<file path="src/rtl/alu_operand_stage.sv">
// ID/EX operand register: resolves A/B/shamt with two-level forwarding and
// immediate extension, holds one set behind a valid/ready handshake.

module alu_fwd_resolve #(
  parameter int DATA_BITS     = 32,
  parameter int REG_ADDR_BITS = 5
) (
  input  logic [REG_ADDR_BITS-1:0] addr,
  input  logic [DATA_BITS-1:0]     base,
  input  logic                     fwd1_en,
  input  logic [REG_ADDR_BITS-1:0] fwd1_addr,
  input  logic [DATA_BITS-1:0]     fwd1_data,
  input  logic                     fwd2_en,
  input  logic [REG_ADDR_BITS-1:0] fwd2_addr,
  input  logic [DATA_BITS-1:0]     fwd2_data,
  output logic [DATA_BITS-1:0]     data
);
  logic nz;
  assign nz = |addr;

  always_comb begin
    data = base;
    if (nz && fwd1_en && fwd1_addr == addr)      data = fwd1_data;
    else if (nz && fwd2_en && fwd2_addr == addr) data = fwd2_data;
  end
endmodule

module alu_operand_stage #(
  parameter int DATA_BITS     = 32,
  parameter int REG_ADDR_BITS = 5,
  parameter int SHAMT_BITS    = 5,
  parameter int SHAMT_CONST   = 16
) (
  input  logic                     clk,
  input  logic                     rst_n,
  input  logic                     in_valid,
  output logic                     in_ready,
  input  logic [DATA_BITS-1:0]     RegOut1,
  input  logic [DATA_BITS-1:0]     RegOut2,
  input  logic [REG_ADDR_BITS-1:0] RsAddr,
  input  logic [REG_ADDR_BITS-1:0] RtAddr,
  input  logic [15:0]              Immediate,
  input  logic [SHAMT_BITS-1:0]    ShamtIn,
  input  logic [1:0]               AluSrcB,
  input  logic                     ExtMode,
  input  logic [1:0]               ShamtSel,
  input  logic                     Fwd1En,
  input  logic [REG_ADDR_BITS-1:0] Fwd1Addr,
  input  logic [DATA_BITS-1:0]     Fwd1Data,
  input  logic                     Fwd2En,
  input  logic [REG_ADDR_BITS-1:0] Fwd2Addr,
  input  logic [DATA_BITS-1:0]     Fwd2Data,
  input  logic                     flush,
  output logic                     out_valid,
  input  logic                     out_ready,
  output logic [DATA_BITS-1:0]     AluA,
  output logic [DATA_BITS-1:0]     AluB,
  output logic [SHAMT_BITS-1:0]    ShamtOut
);
  localparam int NUM_PORTS = 4;  // 0/1: incoming rs/rt, 2/3: held rs/rt
  localparam logic [SHAMT_BITS-1:0] SHAMT_K = SHAMT_BITS'(SHAMT_CONST);

  typedef struct packed {
    logic [REG_ADDR_BITS-1:0] rs;
    logic [REG_ADDR_BITS-1:0] rt;
    logic [1:0]               src_b;
    logic [1:0]               shamt_sel;
  } held_t;

  held_t held;
  logic  load, stall;
  logic [NUM_PORTS-1:0][REG_ADDR_BITS-1:0] rp_addr;
  logic [NUM_PORTS-1:0][DATA_BITS-1:0]     rp_base, rp_data;
  logic [DATA_BITS-1:0]  imm_ext, b_nxt;
  logic [SHAMT_BITS-1:0] sh_nxt;

  assign in_ready = !out_valid || out_ready;
  assign load     = in_valid && in_ready && !flush;
  assign stall    = out_valid && !out_ready;

  // Held ports use the held value as base, so no match means no change.
  assign rp_addr[0] = RsAddr;   assign rp_base[0] = RegOut1;
  assign rp_addr[1] = RtAddr;   assign rp_base[1] = RegOut2;
  assign rp_addr[2] = held.rs;  assign rp_base[2] = AluA;
  assign rp_addr[3] = held.rt;  assign rp_base[3] = AluB;

  genvar p;
  generate
    for (p = 0; p < NUM_PORTS; p++) begin : g_res
      alu_fwd_resolve #(.DATA_BITS(DATA_BITS), .REG_ADDR_BITS(REG_ADDR_BITS)) u_res (
        .addr(rp_addr[p]), .base(rp_base[p]),
        .fwd1_en(Fwd1En), .fwd1_addr(Fwd1Addr), .fwd1_data(Fwd1Data),
        .fwd2_en(Fwd2En), .fwd2_addr(Fwd2Addr), .fwd2_data(Fwd2Data),
        .data(rp_data[p])
      );
    end
  endgenerate

  always_comb begin
    imm_ext = ExtMode ? {{(DATA_BITS-16){Immediate[15]}}, Immediate}
                      : {{(DATA_BITS-16){1'b0}}, Immediate};
    case (AluSrcB)
      2'd0:    b_nxt = rp_data[1];
      2'd1:    b_nxt = imm_ext;
      2'd2:    b_nxt = DATA_BITS'({Immediate, 16'h0000});
      default: b_nxt = '0;
    endcase
    case (ShamtSel)
      2'd0:    sh_nxt = ShamtIn;
      2'd1:    sh_nxt = rp_data[0][SHAMT_BITS-1:0];
      2'd2:    sh_nxt = SHAMT_K;
      default: sh_nxt = '0;
    endcase
  end

  // With shamt_sel=1, ShamtOut always equals AluA's low bits, so taking the
  // re-snooped A's low bits is a no-op when nothing matched.
  always_ff @(posedge clk or negedge rst_n) begin
    if (!rst_n) begin
      out_valid <= 1'b0;
      AluA      <= '0;
      AluB      <= '0;
      ShamtOut  <= '0;
      held      <= '0;
    end else if (flush) begin
      out_valid <= 1'b0;
    end else if (load) begin
      out_valid <= 1'b1;
      AluA      <= rp_data[0];
      AluB      <= b_nxt;
      ShamtOut  <= sh_nxt;
      held      <= '{rs: RsAddr, rt: RtAddr, src_b: AluSrcB, shamt_sel: ShamtSel};
    end else if (stall) begin
      AluA <= rp_data[2];
      if (held.src_b == 2'd0)     AluB     <= rp_data[3];
      if (held.shamt_sel == 2'd1) ShamtOut <= rp_data[2][SHAMT_BITS-1:0];
    end else begin
      out_valid <= 1'b0;
    end
  end
endmodule

</file>
<file path="config.mk">
export PLATFORM = sky130hd
export DESIGN_NAME = alu_operand_stage
export DESIGN_NICKNAME = d
export VERILOG_FILES = /design/src/rtl/alu_operand_stage.sv
export SDC_FILE = /design/constraint.sdc
export NUM_CORES = 1
export LEC_CHECK = 0
export ABC_CLOCK_PERIOD_IN_PS = 2100
export CORE_ASPECT_RATIO = 0.9
export CORE_MARGIN = 2
export CORE_UTILIZATION = 40
export DETAILED_ROUTE_END_ITERATION = 7
export PLACE_DENSITY_LB_ADDON = 0.12
export SYNTH_ARGS = -nofsm -noshare
export SYNTH_HDL_FRONTEND = slang
export SYNTH_SLANG_ARGS = --single-unit
</file>
<file path="constraint.sdc">
create_clock -name clk -period 2.1 [get_ports clk]
set_input_delay 0.63 -clock clk [delete_from_list [all_inputs] [get_ports clk]]
set_output_delay 0.63 -clock clk [all_outputs]
set_load 0.05 [all_outputs]
</file>
==> results.cfg <==
[setup_path]
critPathSlowestCell = or4_4
endpoint_kind = flop
critPathTopFamily = simple AND/OR/NAND/NOR gates
cp.arrival_ns = 2.60
cp.required_ns = 2.39
crit_buf_inv = 2
cp-start-kind = primary input
cp_cell_sequence = buf_8, or4_4, o211ai_1, or2_4, buf_12, nand2_1, a31o_1, a31oi_1
path_class = in -> reg
cpPeakStageDelay_ns = 0.54
cp_max_fo = 5

[clock_network]
path_clk_slew_ns = 0.08
ctsLongestPathBuffers = 2
cts_root_buf = clkbuf_16
cts_made_buffers = 9
h-tree-depth = 3
cts_sinks = 84
cts_tree = done
clk_latency_ns = 0.37
holdBufCountCts = 0

[sta]
period_needed_ns = 2.31
timing.hold.ws_ns = 0.0900
hold_viol_final = 0
rsz0062_at_grt = yes
clock.fmax_mhz = 433
max_slew_margin_pct = 64.3
max_slew.worst_pin.slew_ns = 0.533
setup_tns_ns = -7.56
skew_ns = 0.00985
fin_ws_ns = -0.207
setup_violations = 68
min_period_over_period_pct = 110
drv_slew = 0

[pwr]
ir_drop_mv = 0.479
p_int_mw = 4.59
p_leak_nw = 5.19
combPwrFrac_pct = 49.6
p_clk_share_pct = 22.0
switchingPower_mw = 3.37
switching_share_pct = 42.4
total_power_mw = 7.97
seqPwrFrac_pct = 28.4
p_per_area_mw_per_mm2 = 635

[logic_synthesis]
ys_seq_elements = 84
synth_edf_count = 0
syn-num-nets = 1011
ys.flop_type = dfrtp_1
syn-cell-area_mm2 = 0.00671
synth-seq-area-share_pct = 31.3
netlist_instances = 830
synth_cell_types = 54
syn_avg_cell_area_um2 = 8.09
synthArstFlopShare_pct = 100
yosysWarnings = 0

[cells_and_area]
regArea_mm2 = 0.00211
fin_area_mm2 = 0.0125
area_growth_pct = 87.0
final_layout_size_suffix_gt1_share_pct = 36.5
final.fill_count = 1093
multiInputGateArea_mm2 = 0.00508
final_nets = 1400
post-route-util_pct = 77.0

[placed_design]
dpl_cell_area_mm2 = 0.0101
port_buffers = 251
hpwl_mm = 20.5
place_congestion = 0.932

[run_status]
violations = setup timing
outcome = finished with violations

[global_route]
grt_max_degree = 48
grt_use_total_pct = 35.5
grt_overflow = 0
grt_pass1_vias = 8398
antenna_found_initial = 1
grt_pass1_wl_mm = 48.9

[floorplan]
rows = 44
dieArea_mm2 = 0.0178
start_util_pct = 41.2
ioPinCount = 252
core-area_mm2 = 0.0163
die_x_um = 141
die_y_um = 127

[detailed_routing]
first_pass_iters = 5
vias_per_cell = 6.15
ant_nets = 0
route.detailed.drc = 0
drt-total-wl_mm = 34.2
wl_per_cell_um = 23.9
vias = 8804
initialDrtViolationCount = 823

[hold_path]
hp-class = in -> async

[job]
drv_cap = 0
==> final timing paths <==
kind,from,to,slack [ns],cells past startpoint
worst max register to register,held[6]$_DFFE_PN0P_,AluB[5]$_DFFE_PN0P_,-0.19,11
max in group asynchronous,rst_n,out_valid$_DFFE_PN0P_,1.50,2
worst min-delay path,rst_n,held[13]$_DFFE_PN0P_,0.09,1
worst max-delay path,RsAddr[0],AluA[18]$_DFFE_PN0P_,-0.21,8
min in group clk,held[0]$_DFFE_PN0P_,held[0]$_DFFE_PN0P_,0.48,2
worst min register to register,held[0]$_DFFE_PN0P_,held[0]$_DFFE_PN0P_,0.48,2
==> registers in the layout, indices dropped and copies added (netlist names) <==
signal and count:
ShamtOut 5, AluA 32, AluB 32, out_valid 1, held 14
==> timing repair <==
item,CTS,global route
resized for setup,274,135
gates cloned,22,5
pin swaps,123,65
buffers inserted,45,16
endpoints found under the setup margin,70,69
==> power groups by stage <==
stage / logic [mW] / clock network, mW / registers (mW)
floorplan: 0.908 / 0 / 3.32
global placement: 3.44 / 0 / 2.24
detailed placement: 3.46 / 0 / 2.25
CTS: 3.73 / 1.74 / 2.22
global route: 4.12 / 1.82 / 2.29
finish: 3.95 / 1.75 / 2.26
==> worst register-to-register path, cell delays in order, from the launching register on <==
cell and delay [ns]:
dfrtp_1 0.39, or4_4 0.57, nor2_4 0.12, buf_6 0.11, nor3_4 0.04, buf_6 0.14
buf_12 0.13, buf_12 0.14, buf_6 0.11, mux2i_1 0.17, a21oi_1 0.09, a22o_1 0.18
==> final cells by class <==
cell class | count | share of cell area (%)
Multi-Input combinational cell | 670 | 40.4
Timing Repair Buffer | 446 | 37.9
Sequential cell | 84 | 16.8
Tap cell | 207 | 2.06
Clock buffer | 10 | 1.90
Clock inverter | 6 | 0.568
Inverter | 8 | 0.259
Antenna cell | 1 | 0.0199
==> layout by cell type (no fill, tap or decap), types with 5 or more instances in the layout <==
cell,count
buf_4,169
clkdlybuf4s50_1,154
nand2_1,116
dfrtp_1,80
mux2i_1,59
a21oi_1,53
buf_6,50
buf_12,32
nand2b_1,31
o31a_1,29
o21ai_0,28
nand3_1,28
a31oi_1,23
a211o_1,23
o21ai_1,22
o21ai_2,17
xnor2_1,16
nand2_2,15
o22ai_1,15
buf_16,15
clkbuf_16,13
xnor2_2,11
o211ai_1,10
a21boi_0,10
buf_8,10
xor2_1,9
nor2_1,9
a32oi_1,9
a22o_1,9
a21oi_2,8
nand4_1,7
mux2i_2,7
nand2_4,7
a31oi_4,7
a31oi_2,7
nand3_2,6
a21boi_1,6
o21ai_4,5
buf_2,5
==> synth_stat cells (all sizes together), types with 5 or more instances <==
library cell,number,area share [%]
a32oi,9,1.2
nor3,6,0.52
buf,35,3.1
a22o,9,1.2
a21oi,62,4.6
or2,5,0.47
nand3,36,2.7
o211ai,10,1.1
a31oi,37,3.4
o21ai,72,5.4
a21boi,16,1.8
a211o,23,3.0
nor2,15,0.88
xnor2,27,3.5
mux2i,69,10
nand2,138,7.7
dfrtp,84,31
nand2b,32,3.0
inv,8,0.45
o31a,29,3.8
and2,5,0.47
o22ai,17,1.6
clkbuf,34,1.9
xor2,10,1.3
nand4,8,0.84
==> kinds of logic after synthesis <==
family	count (synthesis)	share of synthesized area [%]
AOI/OAI and AO/OA	303	29.7
and+or+nand+nor	260	18.4
muxes	69	10.3
DFF	84	31.3
xor gates and xnor gates	37	4.83
buffers and inverters	77	5.46
==> stage by stage <==
stage	setup slack, ns	instances
3_5_place_dp	-0.985	1336
2_1_floorplan	-0.0704	830
5_1_grt	-0.259	1431
6_report	-0.207	1432
3_3_place_gp	-0.895	1336
4_1_cts	-0.142	1419
==> routing by layer <==
layer  up-vias  GRT usage, %  wire length [µm]
li1       3866             -                 -
met3       115          8.38              3710
met2       593          56.9             15900
met4         0          11.8              1400
met5         -             0                 0
met1      4230          47.4             13200
No activity file was read; power rests on OpenSTA's default activity.
